<file path="config.mk">
export PLATFORM = sky130hd
export DESIGN_NAME = ips2l_pcie_dma_rd_ctrl
export DESIGN_NICKNAME = d
export VERILOG_FILES = /design/src/rtl/pcie_dma_pkg.sv /design/src/rtl/pcie_dma_rd_fifo.sv /design/src/rtl/ips2l_pcie_dma_rd_ctrl.sv
export SDC_FILE = /design/constraint.sdc
export NUM_CORES = 1
export LEC_CHECK = 0
export CORE_ASPECT_RATIO = 1.25
export CORE_UTILIZATION = 45
export DETAILED_ROUTE_END_ITERATION = 7
export PLACE_DENSITY = 0.67
export SLEW_MARGIN = 15
export SYNTH_ARGS = -nofsm -noshare
export SYNTH_HDL_FRONTEND = slang
export SYNTH_SLANG_ARGS = --single-unit
</file>
<file path="constraint.sdc">
create_clock -name clk -period 5 [get_ports clk]
set_input_delay 0.5 -clock clk [delete_from_list [all_inputs] [get_ports clk]]
set_output_delay 0.5 -clock clk [all_outputs]
set_load 0.01 [all_outputs]
</file>
<file path="src/rtl/pcie_dma_pkg.sv">
// Shared definitions for the PCIe DMA BAR-read completion path.
package pcie_dma_pkg;

  typedef enum logic [1:0] {
    ST_IDLE  = 2'd0,
    ST_READ  = 2'd1,
    ST_DRAIN = 2'd2
  } rd_state_e;

  localparam int unsigned FIFO_DEPTH  = 4;
  localparam int unsigned PTR_W       = $clog2(FIFO_DEPTH);
  localparam int unsigned CNT_W       = $clog2(FIFO_DEPTH + 1);
  localparam int unsigned DW_WIDTH    = 32;
  localparam int unsigned DW_PER_WORD = 4;
  localparam int unsigned WORD_WIDTH  = DW_PER_WORD * DW_WIDTH;

  // Final-beat DW mask, indexed by request length [1:0]
  localparam logic [3:0] LAST_DW_VLD [4] = '{4'b1111, 4'b0001, 4'b0011, 4'b0111};

endpackage

</file>
<file path="src/rtl/pcie_dma_rd_fifo.sv">
// 4x128 word FIFO exposing the head and the entry behind it for beat assembly.
module pcie_dma_rd_fifo
  import pcie_dma_pkg::*;
(
  input  logic                  clk,
  input  logic                  rst_n,
  input  logic                  push,
  input  logic [WORD_WIDTH-1:0] push_data,
  input  logic                  pop,
  input  logic                  clr,
  output logic [WORD_WIDTH-1:0] head,
  output logic [WORD_WIDTH-1:0] next,
  output logic [CNT_W-1:0]      count
);
  logic [WORD_WIDTH-1:0] mem [FIFO_DEPTH];
  logic [PTR_W-1:0]      wptr;
  logic [PTR_W-1:0]      rptr;
  logic [PTR_W-1:0]      rptr_nxt;

  assign rptr_nxt = rptr + 1'b1;
  assign head     = mem[rptr];
  assign next     = mem[rptr_nxt];

  always_ff @(posedge clk) begin
    if (push) mem[wptr] <= push_data;
  end

  always_ff @(posedge clk or negedge rst_n) begin
    if (!rst_n) begin
      wptr  <= '0;
      rptr  <= '0;
      count <= '0;
    end else if (clr) begin
      wptr  <= '0;
      rptr  <= '0;
      count <= '0;
    end else begin
      if (push) wptr <= wptr + 1'b1;
      if (pop)  rptr <= rptr_nxt;
      count <= count + CNT_W'(push) - CNT_W'(pop);
    end
  end
endmodule

</file>
<file path="src/rtl/ips2l_pcie_dma_rd_ctrl.sv">
// Reads a DW-aligned request from BAR RAM and repacks it into 128-bit completion beats.
module ips2l_pcie_dma_rd_ctrl
  import pcie_dma_pkg::*;
#(
  parameter int ADDR_WIDTH = 9
)(
  input  logic                  clk,
  input  logic                  rst_n,
  input  logic                  i_rd_start,
  input  logic [9:0]            i_length,
  input  logic [63:0]           i_addr,
  input  logic [1:0]            i_bar_hit,
  output logic                  o_rd_ready,
  output logic                  o_rd_en,
  output logic [ADDR_WIDTH-1:0] o_rd_addr,
  output logic [1:0]            o_rd_bar_hit,
  input  logic [WORD_WIDTH-1:0] i_rd_data,
  output logic                  o_valid,
  input  logic                  i_ready,
  output logic [WORD_WIDTH-1:0] o_data,
  output logic [3:0]            o_dw_vld,
  output logic                  o_last
);
  rd_state_e               state;
  logic [1:0]              off;
  logic [1:0]              len_lo;
  logic [10:0]             words_total;
  logic [10:0]             beats_total;
  logic [10:0]             rd_cnt;
  logic [10:0]             beat_cnt;
  logic [10:0]             req_len;
  logic                    pend;
  logic                    accept;
  logic                    beat_take;
  logic                    last_beat;
  logic                    last_word;
  logic                    fifo_pop;
  logic                    fifo_clr;
  logic [3:0]              occ;
  logic [CNT_W-1:0]        fifo_count;
  logic [WORD_WIDTH-1:0]   fifo_head;
  logic [WORD_WIDTH-1:0]   fifo_next;
  logic [2*WORD_WIDTH-1:0] pair;
  logic [WORD_WIDTH-1:0]   beat_data;
  logic                    unused_addr;

  assign unused_addr = ^{i_addr[63:ADDR_WIDTH+4], i_addr[1:0]};

  assign accept    = i_rd_start & o_rd_ready;
  assign req_len   = (i_length == '0) ? 11'd1024 : {1'b0, i_length};
  assign last_word = (beat_cnt + 11'd1 == words_total);
  assign last_beat = (beat_cnt + 11'd1 == beats_total);

  // Beat k needs word k at the head plus word k+1, unless word k is the final one
  assign o_valid   = (state != ST_IDLE) && (fifo_count != '0) &&
                     ((fifo_count >= CNT_W'(2)) || last_word);
  assign beat_take = o_valid & i_ready;
  assign fifo_pop  = beat_take & ~last_beat;
  assign fifo_clr  = beat_take & last_beat;

  assign pair      = {(last_word ? {WORD_WIDTH{1'b0}} : fifo_next), fifo_head};
  assign beat_data = WORD_WIDTH'(pair >> {off, 5'd0});
  assign o_data    = o_valid ? beat_data : '0;
  assign o_last    = o_valid & last_beat;
  assign o_dw_vld  = !o_valid ? 4'b0000 : (last_beat ? LAST_DW_VLD[len_lo] : 4'b1111);

  // Occupancy after this edge: stored + landing + still in RAM - leaving
  assign occ = {1'b0, fifo_count} + {3'b0, pend} + {3'b0, o_rd_en} - {3'b0, fifo_pop};

  pcie_dma_rd_fifo u_fifo (
    .clk       (clk),
    .rst_n     (rst_n),
    .push      (pend),
    .push_data (i_rd_data),
    .pop       (fifo_pop),
    .clr       (fifo_clr),
    .head      (fifo_head),
    .next      (fifo_next),
    .count     (fifo_count)
  );

  always_ff @(posedge clk or negedge rst_n) begin
    if (!rst_n) begin
      state        <= ST_IDLE;
      o_rd_ready   <= 1'b1;
      o_rd_en      <= 1'b0;
      o_rd_addr    <= '0;
      o_rd_bar_hit <= '0;
      pend         <= 1'b0;
      off          <= '0;
      len_lo       <= '0;
      words_total  <= '0;
      beats_total  <= '0;
      rd_cnt       <= '0;
      beat_cnt     <= '0;
    end else begin
      pend <= o_rd_en;
      if (o_rd_en)   o_rd_addr <= o_rd_addr + 1'b1;
      if (beat_take) beat_cnt  <= beat_cnt + 11'd1;
      case (state)
        ST_IDLE: begin
          o_rd_en <= 1'b0;
          if (accept) begin
            // First read is issued straight from the accept edge
            state        <= ST_READ;
            o_rd_ready   <= 1'b0;
            o_rd_en      <= 1'b1;
            rd_cnt       <= 11'd1;
            o_rd_addr    <= i_addr[ADDR_WIDTH+3:4];
            o_rd_bar_hit <= i_bar_hit;
            off          <= i_addr[3:2];
            len_lo       <= i_length[1:0];
            words_total  <= (req_len + {9'b0, i_addr[3:2]} + 11'd3) >> 2;
            beats_total  <= (req_len + 11'd3) >> 2;
            beat_cnt     <= '0;
          end
        end
        ST_READ: begin
          if (rd_cnt == words_total) begin
            state   <= ST_DRAIN;
            o_rd_en <= 1'b0;
          end else if (occ < 4'd4) begin
            o_rd_en <= 1'b1;
            rd_cnt  <= rd_cnt + 11'd1;
          end else begin
            o_rd_en <= 1'b0;
          end
        end
        ST_DRAIN: begin
          o_rd_en <= 1'b0;
          if (beat_take && last_beat) begin
            state      <= ST_IDLE;
            o_rd_ready <= 1'b1;
          end
        end
        default: begin
          state   <= ST_IDLE;
          o_rd_en <= 1'b0;
        end
      endcase
    end
  end
endmodule

</file>
==> results.md, run 1 <==
- Most frequently used flop master after synthesis: sky130_fd_sc_hd__edfxtp_1
- Initial cell density of the core: 45.7%
- Placed Instance Area: between 30000 and 40000 µm²
- Maximum clock path buffer count: 3
- Worst path buffer plus inverter count: 3
- Grt met3 use: 5.38%
- Number of maximum-capacitance violations: 0
- Count of input and output buffers: around 300
- Fraction of the cycle the final worst path needs: a little under 100%
- Overall global routing resource usage: around a quarter
- Slowest library cell on the worst path: sky130_fd_sc_hd__clkdlybuf4s50_1
- Area leader, netlist: sky130_fd_sc_hd__edfxtp_1
- Pre-CTS worst setup slack: ~0.43 ns
- Setup TNS: 0 ns
- Result of the run: completed
- Num CTS Buffers: 58
- Synthesized flop and latch total: approximately 580
- Count of TritonRoute iterations in the first routing pass: 6
- Power density cells: around 280 nW/µm²
- Nets: between 2000 and 3000
- Detailed Route WL: between 80000 and 90000 µm
- Initial antenna violation count: 22
- Global-route wire length before repair: between 100000 and 150000 µm
- Relative area change from synthesis to final layout: 19.7%
- Met2 GRT Util: 36.6%
- Min-delay worst type: in2async
- Area of all placed cells without fillers: 35400 µm²
- Top cell type's share of synthesized area: about half
- Post-Syn Nets: approximately 2600
- Area of the core: around 65000 µm²
- Full die area: 66900 µm²
- Sinks on Clock Net: 579
- Max-Slew Margin vs Limit: 28.8%
- Utilization of the core after routing: between 50% and 60%
- Routability cong.: 0.902
- Die Span Y: slightly below 300 µm
- Final critical delay including setup and external delays: 4.85 ns
- Vias in the first global route: between 15000 and 20000
- Largest delay contributor family on the critical path: buffers and inverters
- HPWL after DPL: approximately 53000 µm
- Library cells used by synthesis: 67
- Largest driver fanout on the critical path: 41
- Worst setup path category: reg2out
- Data arrival time of the critical path: roughly 4.4 ns
- Syn avg cell area: ~13 µm²
- Total chip power: around 0.0099 W
- Worst r2r path cells: 15
- Most frequent cells after synthesis: sky130_fd_sc_hd__edfxtp_1, sky130_fd_sc_hd__nand2_1, sky130_fd_sc_hd__nor2_1, sky130_fd_sc_hd__mux2i_1, sky130_fd_sc_hd__o21ai_0
- Remaining routing DRC violations: 0
- Hold Vio Cnt, Final: 0
- Worst-case register-to-register setup slack: ~0.59 ns
- Sequential-to-total area share from yosys stat: 57.6%
- Vias post-DR: between 20000 and 25000
- Max-slew violation count: 0
- Reg2Reg Capture Point: rd_cnt[7]
- ANT nets after route: 0
- Number of enable-type register cells in the synthesized netlist: roughly 500
- CTS H-tree lvls: 2
- Overflow left after global routing: 0
- Cts-stage hold buffer count: 0
- Final Skew: ~0.012 ns
- Met1 track demand over resource in global routing: roughly a third
- Cells traversed along the worst timing path: and4_4 > nand2_1 > xnor2_1 > nor4_1 > a21o_4 > o21ai_4 > buf_12 > buf_12 > a211oi_1 > clkdlybuf4s50_1
- Syn Inst Count: 2328
- Clk Tree Root Cell: sky130_fd_sc_hd__clkbuf_16
- Post-route worst setup slack: 0.155 ns
- Type of element capturing the critical path: output port
- Cell seen most often among critical-path stages: sky130_fd_sc_hd__buf_12
- Most congested layer reported by global routing: met2
- Count of endpoints failing setup in the final report: 0
- Max rail drop VDD: 0.000286 V
- Initial detailed-routing violation count: 2120
- RR Startpoint: beat_cnt[2]
- CP peak stage delay: 0.70 ns
- Post-DR wirelength/cell: 23.4 µm
- Crit path required time: between 4 and 5 ns
- Leakage: 12.0 nW
- Clock-pin transition on the worst setup and hold timing paths: 0.06 ns
- Fmax achieved: ~210 MHz
- YS warnings: 0
- CP Launch Type: flop
- Buffers inserted by post-CTS timing repair: 0
- Area of the mapped netlist: 29600 µm²
- Most area-consuming cells after synthesis: sky130_fd_sc_hd__edfxtp_1, sky130_fd_sc_hd__mux4_2, sky130_fd_sc_hd__dfrtp_1
- Ports placed on the boundary: approximately 360
- Horizontal die dimension: about 230 µm
- Largest net degree at the start of global routing: roughly 130
- Slew at the pin with the worst max-slew slack: approximately 1.1 ns
- Placement row count: roughly 100
- Later-pin clock latency in the skew report: around 0.62 ns
- TritonCTS clock tree: built
- Most instantiated library cell after synthesis: sky130_fd_sc_hd__edfxtp_1
- Vias per Instance: about 5.9
- Share of layout cells above drive strength 1: 14.7%
- Post-synthesis async set-or-reset flop share: 11.6%
-- state kept, by name (all words and copies together) (netlist names) --
name and cells:
o_rd_bar_hit 2, u_fifo.rptr 2, o_rd_ready 1, o_rd_en 1, pend 1, u_fifo.wptr 2
u_fifo.count 3, len_lo 2, state 2, u_fifo.mem 512, words_total 9, o_rd_addr 9
beats_total 9, off 2, rd_cnt 11, beat_cnt 11
-- metrics by stage --
step                hold slack (ns)  std cells
floorplan                     0.204       2328
global placement              0.458       3328
detailed placement            0.480       3328
CTS                          0.0986       3434
global route                  0.137       3441
finish                       0.0617       3443
-- power breakdown --
part / total, W / leakage, nW / switching [W] / internal [W]
Combinational: 0.000206 / 5.61 / 0.0000888 / 0.000117
Clock: 0.00442 / 0.928 / 0.00186 / 0.00256
Sequential: 0.00526 / 5.45 / 0 / 0.00526
Total: 0.00988 / 12.0 / 0.00195 / 0.00794
-- cells in the final DEF, fill, tap and decap left out, drive strengths merged, types with 37 or more instances in the layout --
| master | instances |
|---|---|
| a211oi | 82 |
| clkbuf | 66 |
| edfxtp | 512 |
| buf | 49 |
| a21oi | 135 |
| dfrtp | 66 |
| a31oi | 42 |
| nor2 | 229 |
| mux4 | 122 |
| clkdlybuf4s50 | 298 |
| nand3 | 37 |
| mux2i | 148 |
| mux2 | 52 |
| nand2 | 254 |
| o21ai | 145 |
-- cell type report --
type | instances | area [µm²]
tap | 848 | 1060
timing repair buffer | 349 | 3570
clock buffer | 66 | 1500
multi-input combinational | 1534 | 11700
sequential | 579 | 17100
antenna | 9 | 22.5
inverter | 19 | 76.3
clock inverter | 39 | 404
fill | 5385 | 29400
-- logic make-up after synthesis --
kind of cell | Yosys count | share of synthesized area, %
flops | 579 | 57.6
fa+ha+maj | 18 | 0.811
xor+xnor | 57 | 1.69
compound gates | 496 | 11.1
simple gates | 640 | 9.42
mux | 322 | 16.3
buf+inv | 216 | 3.10
-- layer usage --
metal	wire (µm)	up-vias	share of wire, %
met2	37300	837	46
met4	2750	20	3.4
met5	131	-	0.16
met3	6540	149	8.1
li1	-	9308	-
met1	33800	10100	42
-- worst max path at each step --
| stage | from | to | cells past startpoint |
|---|---|---|---|
| 6_report | beat_cnt[2] | o_data[47] | 10 |
| 5_1_grt | beat_cnt[2] | o_data[100] | 10 |
| 4_1_cts | beat_cnt[1] | o_data[98] | 11 |
| 3_5_place_dp | beat_cnt[1] | rd_cnt[7] | 16 |
| 3_3_place_gp | beat_cnt[1] | rd_cnt[7] | 16 |
| 2_1_floorplan | beat_cnt[1] | rd_cnt[6] | 17 |
-- what timing repair did --
action                                  4_1_cts  5_1_grt
resized for setup                             4       11
gates cloned                                  1        0
endpoints found under the setup margin       54       24
Power figures use the tool's default switching activity.
==> run 2, diff against run 1 <==
--- a/config.mk
+++ b/config.mk
@@ -8,7 +8,7 @@
 export CORE_ASPECT_RATIO = 1.25
 export CORE_UTILIZATION = 45
 export DETAILED_ROUTE_END_ITERATION = 7
-export PLACE_DENSITY = 0.67
+export PLACE_DENSITY = 0.68
 export SLEW_MARGIN = 15
 export SYNTH_ARGS = -nofsm -noshare
 export SYNTH_HDL_FRONTEND = slang
==> results.md, run 2 (synthesized netlist as in run 1, its figures left out) <==
- Count of endpoints failing setup in the final report: 0
- Leading cell type in the layout, fill and taps excluded: sky130_fd_sc_hd__edfxtp_1
- Placed Instance Area: between 30000 and 40000 µm²
- Count of TritonRoute iterations in the first routing pass: 6
- Post-DR wirelength/cell: ~23 µm
- Nets: approximately 2800
- HPWL after DPL: ~53000 µm
- Setup TNS: 0 ns
- Worst-case register-to-register setup slack: ~0.61 ns
- Result of the run: completed
- Horizontal die dimension: roughly 230 µm
- Fmax achieved: approximately 200 MHz
- Share of layout cells above drive strength 1: around 14%
- Global-route wire length before repair: between 100000 and 150000 µm
- Max-Slew Margin vs Limit: about 23%
- Overflow left after global routing: 0
- Count of input and output buffers: 301
- Maximum clock path buffer count: 3
- CP peak stage delay: 0.70 ns
- Largest net degree at the start of global routing: ~130
- Relative area change from synthesis to final layout: 19.6%
- Worst r2r path cells: 16
- Data arrival time of the critical path: roughly 4.4 ns
- Initial cell density of the core: ~46%
- Full die area: between 60000 and 70000 µm²
- Worst hold margin: between 0.02 and 0.025 ns
- Largest delay contributor family on the critical path: compound AO/OA/AOI/OAI gates
- Final-layout fill cell count: between 5000 and 6000
- Reg2Reg Capture Point: rd_cnt[6]
- Pre-CTS worst setup slack: ~0.46 ns
- Max reg flops: 512
- Slowest library cell on the worst path: sky130_fd_sc_hd__clkdlybuf4s50_1
- Detailed Route WL: 80000 µm
- Remaining routing DRC violations: 0
- Worst setup path category: reg2out
- Max rail drop VDD: 0.000269 V
- ANT nets after route: 0
- Overall global routing resource usage: about a quarter
- Area used by multi-input combinational logic: 11700 µm²
- Critical path origin: beat_cnt[1]
- Vias per Instance: roughly 6
- Leakage: about 12 nW
- Commonest non-fill, non-tap cells in the layout: sky130_fd_sc_hd__edfxtp_1, sky130_fd_sc_hd__clkdlybuf4s50_1, sky130_fd_sc_hd__nand2_1, sky130_fd_sc_hd__nor2_1, sky130_fd_sc_hd__mux2i_1
- Cts-stage hold buffer count: 0
- Min-delay worst type: in2async
- RR Startpoint: beat_cnt[1]
- Ports placed on the boundary: between 300 and 400
- Routability cong.: roughly 0.92
- Vias in the first global route: ~20000
- Initial antenna violation count: 20
- Fraction of the cycle the final worst path needs: 98.5%
- Register cell area after layout: roughly 17000 µm²
- Type of element capturing the critical path: output port
- Register containing the most flip-flops in the final layout: u_fifo.mem
- Die Span Y: around 290 µm
- Number of maximum-capacitance violations: 0
- CTS H-tree lvls: 2
- Clk Tree Root Cell: sky130_fd_sc_hd__clkbuf_16
- CP Launch Type: flop
- Power density cells: about 280 nW/µm²
- Num CTS Buffers: 59
- Area of the core: around 65000 µm²
- Cells traversed along the worst timing path: ha_4 > and2b_1 > o21a_1 > o311ai_0 > nor3_1 > nand2_4 > buf_12 > a31oi_1 > a211oi_1 > clkdlybuf4s50_1
- Crit path required time: roughly 4.5 ns
- Initial detailed-routing violation count: ~2000
- Largest driver fanout on the critical path: ~80
- Final Skew: between 0.015 and 0.02 ns
- Vias post-DR: between 20000 and 25000
- Later-pin clock latency in the skew report: slightly above 0.6 ns
- Buffers inserted by post-CTS timing repair: 0
- Area of all placed cells without fillers: 35400 µm²
- Total chip power: about 0.0098 W
- Worst path buffer plus inverter count: 2
- TritonCTS clock tree: built
- Hold Vio Cnt, Final: 0
- Final critical delay including setup and external delays: slightly below 5 ns
- Top flop regs: u_fifo.mem: 512 flops, beat_cnt: 11 flops, rd_cnt: 11 flops
- Post-route worst setup slack: between 0.07 and 0.08 ns
- Slew at the pin with the worst max-slew slack: 1.15 ns
- Placement row count: between 100 and 150
- Max-slew violation count: 0
- Clock-pin transition on the worst setup and hold timing paths: ~0.060 ns
- Sinks on Clock Net: between 500 and 600
-- run 2: worst max-delay path by stage --
stage	endpoint	slack, ns	cells after the start
floorplan	rd_cnt[6]	0.68	17
global placement	rd_cnt[7]	0.53	16
detailed placement	rd_cnt[7]	0.46	16
CTS	o_data[103]	0.01	11
global route	o_data[115]	-0.03	10
finish	o_data[47]	0.07	10
-- run 2: what timing repair did --
| item | CTS | global route |
|---|---|---|
| cloned | 0 | 0 |
| endpoints found under the hold margin | 0 | 0 |
| resized for setup | 1 | 4 |
| setup endpoints to repair | 7 | 35 |
-- run 2: power by group --
| part | internal [W] | total [W] | leakage, nW | switching, W |
|---|---|---|---|---|
| Combinational | 0.000118 | 0.000208 | 5.59 | 0.0000903 |
| Sequential | 0.00526 | 0.00526 | 5.45 | 0 |
| Clock | 0.00254 | 0.00437 | 0.919 | 0.00184 |
-- run 2: metrics by stage --
stage	instances	util, %
2_1_floorplan	2328	-
4_1_cts	3437	54.6
5_1_grt	3442	54.7
6_report	3444	54.7
3_5_place_dp	3326	51.6
3_3_place_gp	3326	51.6
-- run 2: area by class of cell --
class | instances | area share (%)
clock buffer | 74 | 4.45
clock inverter | 37 | 0.964
timing repair buffer | 347 | 10.1
multi-input combinational | 1533 | 33.0
tap | 848 | 2.99
antenna | 7 | 0.0494
sequential | 579 | 48.2
inverter | 19 | 0.215
-- run 2: worst reg2reg max path: stages (launching register included) --
cell and delay [ns]:
sky130_fd_sc_hd__dfrtp_1 0.47, sky130_fd_sc_hd__ha_4 0.24, sky130_fd_sc_hd__and2b_1 0.21, sky130_fd_sc_hd__o21a_1 0.18
sky130_fd_sc_hd__o311ai_0 0.66, sky130_fd_sc_hd__nor4_2 0.13, sky130_fd_sc_hd__a21oi_2 0.22, sky130_fd_sc_hd__nor3_2 0.08
sky130_fd_sc_hd__xor2_1 0.19, sky130_fd_sc_hd__ha_1 0.28, sky130_fd_sc_hd__a21o_1 0.16, sky130_fd_sc_hd__a21oi_1 0.18
sky130_fd_sc_hd__o211ai_1 0.16, sky130_fd_sc_hd__a2111oi_4 0.44, sky130_fd_sc_hd__o21ai_2 0.16, sky130_fd_sc_hd__or4_1 0.50
sky130_fd_sc_hd__nand2_1 0.08
-- run 2: per-layer routing --
| layer | share of wire (%) | GRT usage, % |
|---|---|---|
| met3 | 8.3 | 5.58 |
| met2 | 46 | 36.2 |
| met5 | 0.21 | 0 |
| met4 | 2.9 | 7.45 |
| met1 | 42 | 32.9 |
==> run 3, diff against run 2 <==
--- a/config.mk
+++ b/config.mk
@@ -8,8 +8,9 @@
 export CORE_ASPECT_RATIO = 1.25
 export CORE_UTILIZATION = 45
 export DETAILED_ROUTE_END_ITERATION = 7
-export PLACE_DENSITY = 0.68
+export PLACE_DENSITY_LB_ADDON = 0.15
 export SLEW_MARGIN = 15
 export SYNTH_ARGS = -nofsm -noshare
 export SYNTH_HDL_FRONTEND = slang
+export SYNTH_HIERARCHICAL = 1
 export SYNTH_SLANG_ARGS = --single-unit
==> results.md, run 3 <==
- Largest net degree at the start of global routing: between 70 and 80
- Final-layout fill cell count: roughly 5100
- Vias per Instance: 5.97
- Initial detailed-routing violation count: between 1000 and 1500
- Largest delay contributor family on the critical path: compound AO/OA/AOI/OAI gates
- ANT nets after route: 0
- Crit path required time: between 4 and 5 ns
- Register containing the most flip-flops in the final layout: u_fifo/mem
- Worst setup path category: reg2out
- Full die area: around 66000 µm²
- Initial cell density of the core: 45.7%
- CTS H-tree lvls: 2
- Number of maximum-capacitance violations: 0
- Area of the mapped netlist: 29000 µm²
- Final critical delay including setup and external delays: 4.80 ns
- Max-Slew Margin vs Limit: between 30 and 40%
- Hold Vio Cnt, Final: 0
- CP peak stage delay: approximately 0.61 ns
- Type of element capturing the critical path: output port
- Count of TritonRoute iterations in the first routing pass: 6
- CP Launch Type: flop
- Share of layout cells above drive strength 1: a little over a fifth
- Leading cell type in the layout, fill and taps excluded: sky130_fd_sc_hd__edfxtp_1
- Maximum clock path buffer count: 3
- Leakage: 11.3 nW
- Overflow left after global routing: 0
- Placement row count: 103
- Min-delay worst type: in2reg
- Max rail drop VDD: around 0.00030 V
- Slowest library cell on the worst path: sky130_fd_sc_hd__clkdlybuf4s50_1
- Data arrival time of the critical path: around 4.3 ns
- Top flop regs: u_fifo/mem: 512 flops, beat_cnt: 11 flops, rd_cnt: 11 flops
- Cells traversed along the worst timing path: ha_1 > nand2_2 > or3_1 > a2111o_1 > nor4_4 > a21bo_4 > nand4_1 > buf_4 > o22ai_1 > clkdlybuf4s50_1
- Clock-pin transition on the worst setup and hold timing paths: approximately 0.060 ns
- HPWL after DPL: between 40000 and 50000 µm
- Later-pin clock latency in the skew report: around 0.62 ns
- Clk Tree Root Cell: sky130_fd_sc_hd__clkbuf_16
- Count of input and output buffers: around 300
- Relative area change from synthesis to final layout: 19.7%
- Commonest non-fill, non-tap cells in the layout: sky130_fd_sc_hd__edfxtp_1, sky130_fd_sc_hd__clkdlybuf4s50_1, sky130_fd_sc_hd__mux4_2, sky130_fd_sc_hd__nor2_1, sky130_fd_sc_hd__mux2i_1
- Post-Syn Nets: 2016
- Routed length on met1: around 29000 µm
- Top layer reached by signal wires: met5
- Global-route wire length before repair: 110000 µm
- Setup TNS: 0 ns
- Final Skew: 0.0157 ns
- Area of the core: around 64000 µm²
- Syn avg cell area: 16.2 µm²
- Routed wire length on met2: 37100 µm
- Fmax achieved: between 200 and 250 MHz
- TritonCTS clock tree: built
- Max-slew violation count: 0
- Max reg flops: 512
- Largest driver fanout on the critical path: 20
- Ports placed on the boundary: about 360
- Post-DR wirelength/cell: roughly 25 µm
- Result of the run: completed
- Overall global routing resource usage: between 20 and 25%
- Initial antenna violation count: 24
- Vias in the first global route: between 15000 and 20000
- Routed wire length on met3: ~4700 µm
- Power density cells: about 450 nW/µm²
- Routability cong.: roughly 0.82
- Die Span Y: between 200 and 300 µm
- Buffers inserted by post-CTS timing repair: 0
- Syn Inst Count: around 1800
- Utilization of the core after routing: 54.7%
- Vias post-DR: around 18000
- Detailed Route WL: ~72000 µm
- Fraction of the cycle the final worst path needs: 96.0%
- Sinks on Clock Net: approximately 580
- Nets: around 2300
- Slew at the pin with the worst max-slew slack: around 1.0 ns
- Worst path buffer plus inverter count: 2
- Count of endpoints failing setup in the final report: 0
- Horizontal die dimension: 229 µm
- Remaining routing DRC violations: 0
- Num CTS Buffers: 57
- YS warnings: 6
[run 3: timing repair]
action,CTS,global route
setup endpoints to repair,1,34
pin swaps,0,1
gates resized for setup,1,4
hold buffers,1,0
hold endpoints to repair,26,0
cloned,0,0
[run 3: area by class of cell]
cell class | instances | area, µm² | share of cell area [%]
Timing Repair Buffer | 351 | 3580 | 10.3
Tap cell | 840 | 1050 | 3.02
Clock inverter | 29 | 240 | 0.691
Sequential cell | 579 | 17100 | 49.1
Inverter | 24 | 90.1 | 0.259
Multi-Input combinational cell | 1030 | 11100 | 32.0
Clock buffer | 74 | 1560 | 4.50
Antenna cell | 14 | 35.0 | 0.101
[run 3: power breakdown]
part	internal, W	total (W)	switching, W
Clock	0.00239	0.00417	0.00178
Sequential	0.00537	0.00567	0.000292
Combinational	0.00314	0.00587	0.00273
[run 3: routing by layer]
| metal | vias to the layer above | GRT usage [%] |
|---|---|---|
| li1 | 7792 | - |
| met1 | 9110 | 27.2 |
| met2 | 517 | 38.2 |
| met3 | 123 | 4.96 |
| met4 | 20 | 8.20 |
| met5 | - | 0 |
[run 3: path summary, 6_finish.rpt]
kind                                    to  slack, ns             from  cells past startpoint
max                            o_data[107]       0.20      beat_cnt[1]                     10
min                        o_rd_bar_hit[1]       0.42     i_bar_hit[1]                      3
max reg2reg                      rd_cnt[9]       0.37      beat_cnt[1]                     18
min reg2reg                o_rd_bar_hit[0]       0.50  o_rd_bar_hit[0]                      2
max in group asynchronous           off[1]       3.48            rst_n                      3
min in group asynchronous   beats_total[3]       0.48            rst_n                      2
[run 3: through the flow]
| stage | worst slack, ns | hold WS [ns] | cell area, µm² | std cells | power [W] |
|---|---|---|---|---|---|
| floorplan | 0.130 | 0.204 | 29000 | 1788 | 0.0101 |
| global placement | 0.401 | 0.461 | 32900 | 2823 | 0.0116 |
| detailed placement | 0.299 | 0.468 | 32900 | 2823 | 0.0117 |
| CTS | 0.00621 | 0.388 | 34700 | 2927 | 0.0159 |
| global route | -0.00745 | 0.414 | 34700 | 2940 | 0.0165 |
| finish | 0.200 | 0.424 | 34700 | 2941 | 0.0157 |
[run 3: worst min-delay path, stage by stage]
cell and delay (ns):
sky130_fd_sc_hd__clkdlybuf4s50_1 0.40, sky130_fd_sc_hd__nand2_1 0.06, sky130_fd_sc_hd__nand2_1 0.04
